### src/rtl/neighbour_count_gen.sv
// -----------------------------------------------------------------------------
// neighbour_count_gen
//
// Purpose:
//   Takes a snapshot of the placed mine map, then walks the active dim x dim
//   board one cell per clock. For every cell it counts the mines among its
//   in-bounds neighbours (0..8) and writes that count into an internal map.
//   A registered random-access read port serves the draw and reveal logic.
//
// Ports:
//   clk, rst        - clock and synchronous active-high reset
//   start           - one-cycle request to snapshot and compute
//   dimension_size  - active board edge, legal range 1..MAX_DIM
//   mine_array      - mine map indexed [x][y], 1 = mine
//   rd_x, rd_y      - read address
//   rd_count        - registered neighbour count of (rd_x, rd_y)
//   rd_mine         - registered snapshot mine bit of (rd_x, rd_y)
//   busy            - high during LOAD and SCAN
//   done            - level, high from scan completion until the next start
//
// Optional feature (macro NEIGHBOUR_TOTAL_EN):
//   mines_expected  - expected mine count inside the active area
//   mine_total      - mines counted inside the active area during SCAN
//   mine_mismatch   - set with done when mine_total != mines_expected
// -----------------------------------------------------------------------------
module neighbour_count_gen #(
  parameter int MAX_DIM = 16,
  parameter int CNT_W   = 4
) (
  input  logic                              clk,
  input  logic                              rst,
  input  logic                              start,
  input  logic [4:0]                        dimension_size,
  input  logic [MAX_DIM-1:0][MAX_DIM-1:0]   mine_array,
  input  logic [3:0]                        rd_x,
  input  logic [3:0]                        rd_y,
  output logic [CNT_W-1:0]                  rd_count,
  output logic                              rd_mine,
  output logic                              busy,
  output logic                              done
`ifdef NEIGHBOUR_TOTAL_EN
  ,
  input  logic [5:0]                        mines_expected,
  output logic [8:0]                        mine_total,
  output logic                              mine_mismatch
`endif
);

  typedef enum logic [1:0] {IDLE, LOAD, SCAN, DONE} state_t;

  state_t                                  state_q;
  logic [MAX_DIM-1:0][MAX_DIM-1:0]         snap_q;
  logic [MAX_DIM-1:0][MAX_DIM-1:0][CNT_W-1:0] cnt_q;
  logic [4:0]                              dim_q;
  logic [3:0]                              x_q;
  logic [3:0]                              y_q;
  logic                                    busy_q;
  logic                                    done_q;
  logic [CNT_W-1:0]                        rd_count_q;
  logic                                    rd_mine_q;

  logic [CNT_W-1:0]                        nbr_sum_d;
  logic [4:0]                              nbr_px;
  logic [4:0]                              nbr_py;
  logic [3:0]                              nbr_ix;
  logic [3:0]                              nbr_iy;
  logic                                    dim_ok;
  logic                                    last_cell;
  logic                                    rd_in_range;

`ifdef NEIGHBOUR_TOTAL_EN
  logic [8:0]                              total_q;
  logic [8:0]                              total_d;
  logic                                    mismatch_q;
`endif

  assign dim_ok      = (dimension_size != 5'd0) && (dimension_size <= 5'(MAX_DIM));
  assign last_cell   = ({1'b0, x_q} == dim_q - 5'd1) && ({1'b0, y_q} == dim_q - 5'd1);
  assign rd_in_range = ({1'b0, rd_x} < dim_q) && ({1'b0, rd_y} < dim_q);

`ifdef NEIGHBOUR_TOTAL_EN
  assign total_d = total_q + 9'(snap_q[x_q][y_q]);
`endif

  // Neighbour sum for the current scan cell. Coordinates are offset by +1
  // (px = x+dx+1) so the -1 neighbour stays unsigned and is rejected by
  // px==0 instead of wrapping to the far edge.
  always_comb begin
    nbr_sum_d = '0;
    nbr_px    = '0;
    nbr_py    = '0;
    nbr_ix    = '0;
    nbr_iy    = '0;
    for (int dy = 0; dy < 3; dy++) begin
      for (int dx = 0; dx < 3; dx++) begin
        if (!(dx == 1 && dy == 1)) begin
          nbr_px = {1'b0, x_q} + 5'(dx);
          nbr_py = {1'b0, y_q} + 5'(dy);
          nbr_ix = 4'(nbr_px - 5'd1);
          nbr_iy = 4'(nbr_py - 5'd1);
          if (nbr_px != 5'd0 && nbr_py != 5'd0 && nbr_px <= dim_q && nbr_py <= dim_q) begin
            nbr_sum_d = nbr_sum_d + CNT_W'(snap_q[nbr_ix][nbr_iy]);
          end
        end
      end
    end
  end

  // Control FSM, snapshot, count map and the registered read port.
  always_ff @(posedge clk) begin
    if (rst) begin
      state_q    <= IDLE;
      snap_q     <= '0;
      cnt_q      <= '0;
      dim_q      <= '0;
      x_q        <= '0;
      y_q        <= '0;
      busy_q     <= 1'b0;
      done_q     <= 1'b0;
      rd_count_q <= '0;
      rd_mine_q  <= 1'b0;
`ifdef NEIGHBOUR_TOTAL_EN
      total_q    <= '0;
      mismatch_q <= 1'b0;
`endif
    end else begin
      // Reads outside the active board return zero even if the snapshot
      // holds a mine there.
      rd_count_q <= rd_in_range ? cnt_q[rd_x][rd_y] : '0;
      rd_mine_q  <= rd_in_range ? snap_q[rd_x][rd_y] : 1'b0;

      case (state_q)
        IDLE, DONE: begin
          if (start) begin
            if (dim_ok) begin
              state_q <= LOAD;
              busy_q  <= 1'b1;
              done_q  <= 1'b0;
            end else begin
              // Illegal size: finish immediately with an empty board.
              state_q <= DONE;
              busy_q  <= 1'b0;
              done_q  <= 1'b1;
              snap_q  <= '0;
              cnt_q   <= '0;
              dim_q   <= '0;
`ifdef NEIGHBOUR_TOTAL_EN
              total_q    <= '0;
              mismatch_q <= (mines_expected != 6'd0);
`endif
            end
          end
        end

        LOAD: begin
          snap_q  <= mine_array;
          dim_q   <= dimension_size;
          cnt_q   <= '0;
          x_q     <= '0;
          y_q     <= '0;
          state_q <= SCAN;
`ifdef NEIGHBOUR_TOTAL_EN
          total_q    <= '0;
          mismatch_q <= 1'b0;
`endif
        end

        SCAN: begin
          cnt_q[x_q][y_q] <= nbr_sum_d;
`ifdef NEIGHBOUR_TOTAL_EN
          total_q <= total_d;
`endif
          if (last_cell) begin
            state_q <= DONE;
            busy_q  <= 1'b0;
            done_q  <= 1'b1;
`ifdef NEIGHBOUR_TOTAL_EN
            mismatch_q <= (total_d != 9'(mines_expected));
`endif
          end else if ({1'b0, x_q} == dim_q - 5'd1) begin
            x_q <= '0;
            y_q <= y_q + 4'd1;
          end else begin
            x_q <= x_q + 4'd1;
          end
        end

        default: state_q <= IDLE;
      endcase
    end
  end

  assign rd_count = rd_count_q;
  assign rd_mine  = rd_mine_q;
  assign busy     = busy_q;
  assign done     = done_q;

`ifdef NEIGHBOUR_TOTAL_EN
  assign mine_total    = total_q;
  assign mine_mismatch = mismatch_q;
`endif

endmodule

### config.mk
export PLATFORM = sky130hd
export DESIGN_NAME = neighbour_count_gen
export DESIGN_NICKNAME = d
export VERILOG_FILES = /design/src/rtl/neighbour_count_gen.sv
export SDC_FILE = /design/constraint.sdc
export NUM_CORES = 2
export LEC_CHECK = 0
export CELL_PAD_IN_SITES_DETAIL_PLACEMENT = 1
export CELL_PAD_IN_SITES_GLOBAL_PLACEMENT = 1
export CORE_MARGIN = 5
export CORE_UTILIZATION = 40
export DETAILED_ROUTE_END_ITERATION = 12
export PLACE_DENSITY = 0.8
export SYNTH_ARGS = -nofsm -noshare
export SYNTH_HDL_FRONTEND = slang
export SYNTH_SLANG_ARGS = --single-unit
export TNS_END_PERCENT = 100
### constraint.sdc
create_clock -name clk -period 8.39 [get_ports clk]
set_input_delay 2.0975 -clock clk [delete_from_list [all_inputs] [get_ports clk]]
set_output_delay 2.0975 -clock clk [all_outputs]
set_load 0.05 [all_outputs]
==> results.cfg <==
[pwr]
cellLeakagePower_nw = 26.6
p_comb_share_pct = 37.2
switching_share_pct = 40.5
clkPwrFrac_pct = 31.1
vdd_drop_max_mv = 0.436
p_int_mw = 12.8
seq_power_share_pct = 31.7
power.switching_mw = 8.75
power_density_nw_per_um2 = 276

[route]
drtPass1Iterations = 5
routed_wirelength_mm = 289
viasPerCell = 6.60
wl_per_cell_um = 30.6
drt-initial-drc-count = 6832
vias = 62500
route.detailed.drc = 0
antenna_left = 0

[clocking]
cts_sinks = 1302
clockBufferDepth = 3
cts_tree = built
cts_max_level = 4
cts_made_buffers = 146
clockRootBuffer = clkbuf_16
clk_pin_slew_worst_paths_ns = 0.06
cts_hold_buf = 0
insertion_delay_ns = 0.84

[timing]
slew_headroom_pct = 9.37
setup_viol = 0
skew_ns = 0.0707
finalHoldViolations = 0
layout_setup_ws_ns = 0.117
timing.fmax_mhz = 121
fin_crit_sh_pct = 98.6
slew_violations = 0
worst-slew-pin-transition_ns = 1.36
layout_min_cycle_time_ns = 8.27

[floorplan]
core_area_sq_um = 165000
num_io_pins = 279
rows = 149
die_area_sq_um = 175000
initial_utilization_pct = 40.3
die_h_um = 418
die_width_um = 418

[logic_synthesis]
async_flop_share_pct = 0
ys_types = 76
syn_area_sq_um = 66500
ys_top_cells_by_area = dfxtp_1 39%, mux4_2 19%, a32oi_1 6.8%
synth.net_count = 7488
synthCells = 7148
yosysTopAreaCellShare_pct = 39.2
ys_seq_elements = 1302
yosysMostFrequentCell = dfxtp_1
ys_top_cells_by_count = 1302 x dfxtp_1, 1171 x nand2_1, 895 x nor2_1
postSynthAreaPerCell_sq_um = 9.31
synth_enable_flop_cells = 0
synth_area_leader_cell = dfxtp_1
ys_seq_area_share_pct = 39.2
synthFlopType = dfxtp_1
yosys_warnings = 0

[cells_and_area]
drive_gt1_share_pct = 18.0
num-fill-cells = 18400
final_cell_area_sq_um = 78300
nets = 7487
final_util_pct = 47.4
area_delta_synth_final_pct = 17.7

[job]
maxCapViolations = 0

[worst_setup_path]
start_kind = register
cp_data_required_time_ns = 9.05
endpoint_kind = register
cp_slowest_stage_delay_ns = 0.57
arrival_ns = 8.93
cp_num_buf_inv = 6
cpMostUsedCell = ha_1
cp_max_fo = 17
crit_family = adder cells
cpMaxStageDelayCell = xnor2_4
path_class = reg -> reg

[global_route]
grt_first_pass_wirelength_mm = 420
gr-usage-all-layers_pct = 31.5
grt_pass1_vias = 64100
grt_max_degree = 231
grt_antenna_before_repair = 17
overflow = 0

[place]
port_buffers = 278
dp_slack_ns = -0.0833
gp_congestion = 1.04
place_area_sq_um = 72100
hpwl_mm = 191

[status]
status = complete, no violations

[hold_path]
min_path_type = reg -> reg
power by group through the flow:
stage	clock network, mW	registers (mW)	logic, mW
6_report	6.72	6.85	8.03
5_1_grt	7.03	6.84	8.44
4_1_cts	6.78	6.82	7.52
3_5_place_dp	0	6.95	7.43
3_3_place_gp	0	6.93	7.27
2_1_floorplan	0	6.73	4.95
final timing paths:
path | end | start | cells after the start | slack (ns)
setup / recovery | cnt_q[990]$_SDFFE_PP0P_ | x_q[0]$_SDFFE_PP0P_ | 37 | 0.12
hold / removal | cnt_q[672]$_SDFFE_PP0P_ | cnt_q[672]$_SDFFE_PP0P_ | 2 | 0.44
setup reg to reg | cnt_q[990]$_SDFFE_PP0P_ | x_q[0]$_SDFFE_PP0P_ | 37 | 0.12
hold reg to reg | cnt_q[672]$_SDFFE_PP0P_ | cnt_q[672]$_SDFFE_PP0P_ | 2 | 0.44
metrics by stage:
step | power (mW) | cells | TNS [ns] | hold WS [ns]
after global routing | 22.3 | 9454 | -11.89 | 0.464
after floorplan | 11.7 | 7148 | -3.08 | 0.420
final | 21.6 | 9462 | 0 | 0.444
after global placement | 14.2 | 9137 | -2.70 | 0.430
after detailed placement | 14.4 | 9137 | -3.46 | 0.436
after CTS | 21.1 | 9401 | 0 | 0.445
worst min-delay path, stage by stage, from the launching register on:
cell and delay, ns:
dfxtp_1 0.30, nand2_1 0.05, o21ai_1 0.05
final cells by class:
class	count	area, sq um	area share [%]
multi-input cells	5064	38000	48.6
inverters	33	124	0.158
clock inverters	51	694	0.887
clock buffers	213	4350	5.55
well taps	2189	2740	3.50
repair buffers	600	6260	8.00
flip-flops and latches	1302	26100	33.3
diodes	10	25.0	0.0320
cells by family after synthesis:
family          synth area share (%)
compound gates                  19.7
xor+xnor                       0.530
fa+ha+maj                       1.28
buf+inv                         4.78
flops                           39.2
mux                             21.5
simple gates                    13.0
sequential cells by signal, summed over array words and instances (netlist names):
| register | cells |
|---|---|
| snap_q | 256 |
| cnt_q | 1024 |
| y_q | 4 |
| dim_q | 5 |
| busy | 1 |
| done | 1 |
| rd_count | 4 |
| rd_mine | 1 |
| state_q | 2 |
| x_q | 4 |
cell usage in the layout, fill, tap and decap left out, types with 8 or more instances in the layout:
cell and count:
clkbuf_1 24, clkinv_2 24, mux2i_1 94, clkbuf_8 42, nand3_1 34, o21ai_1 424, diode_2 10, clkdlybuf4s50_1 271
nor2_4 16, mux4_2 573, ha_1 61, clkbuf_16 156, o21a_1 9, a31oi_1 8, mux2_2 35, nand4_1 8
dfxtp_1 1299, buf_12 58, a21oi_2 9, xnor2_1 17, nor2b_1 27, a22oi_1 263, o21ai_0 385, nor3_1 17
and2_1 19, and3_1 13, a32oi_2 36, a211oi_1 20, buf_4 236, inv_1 30, buf_6 15, a21oi_1 333
nor2_1 877, nand2_2 10, nand2_1 1160, xor2_1 12, a32oi_1 484
timing repair:
item                       in CTS  in global routing
gates resized for setup         2                 92
setup endpoints to repair     506               1003
cloned                          0                 13
pin swaps                       0                 15
buffers inserted                0                 40
metal layers:
layer	up-vias	track usage [%]	routed length, um
met5	-	0	115
met2	3343	50.8	133000
met4	18	20.9	23100
met1	31700	37.8	108000
met3	911	7.05	25300
li1	26500	-	-
Note: power is estimated with default switching activity, not from simulation.
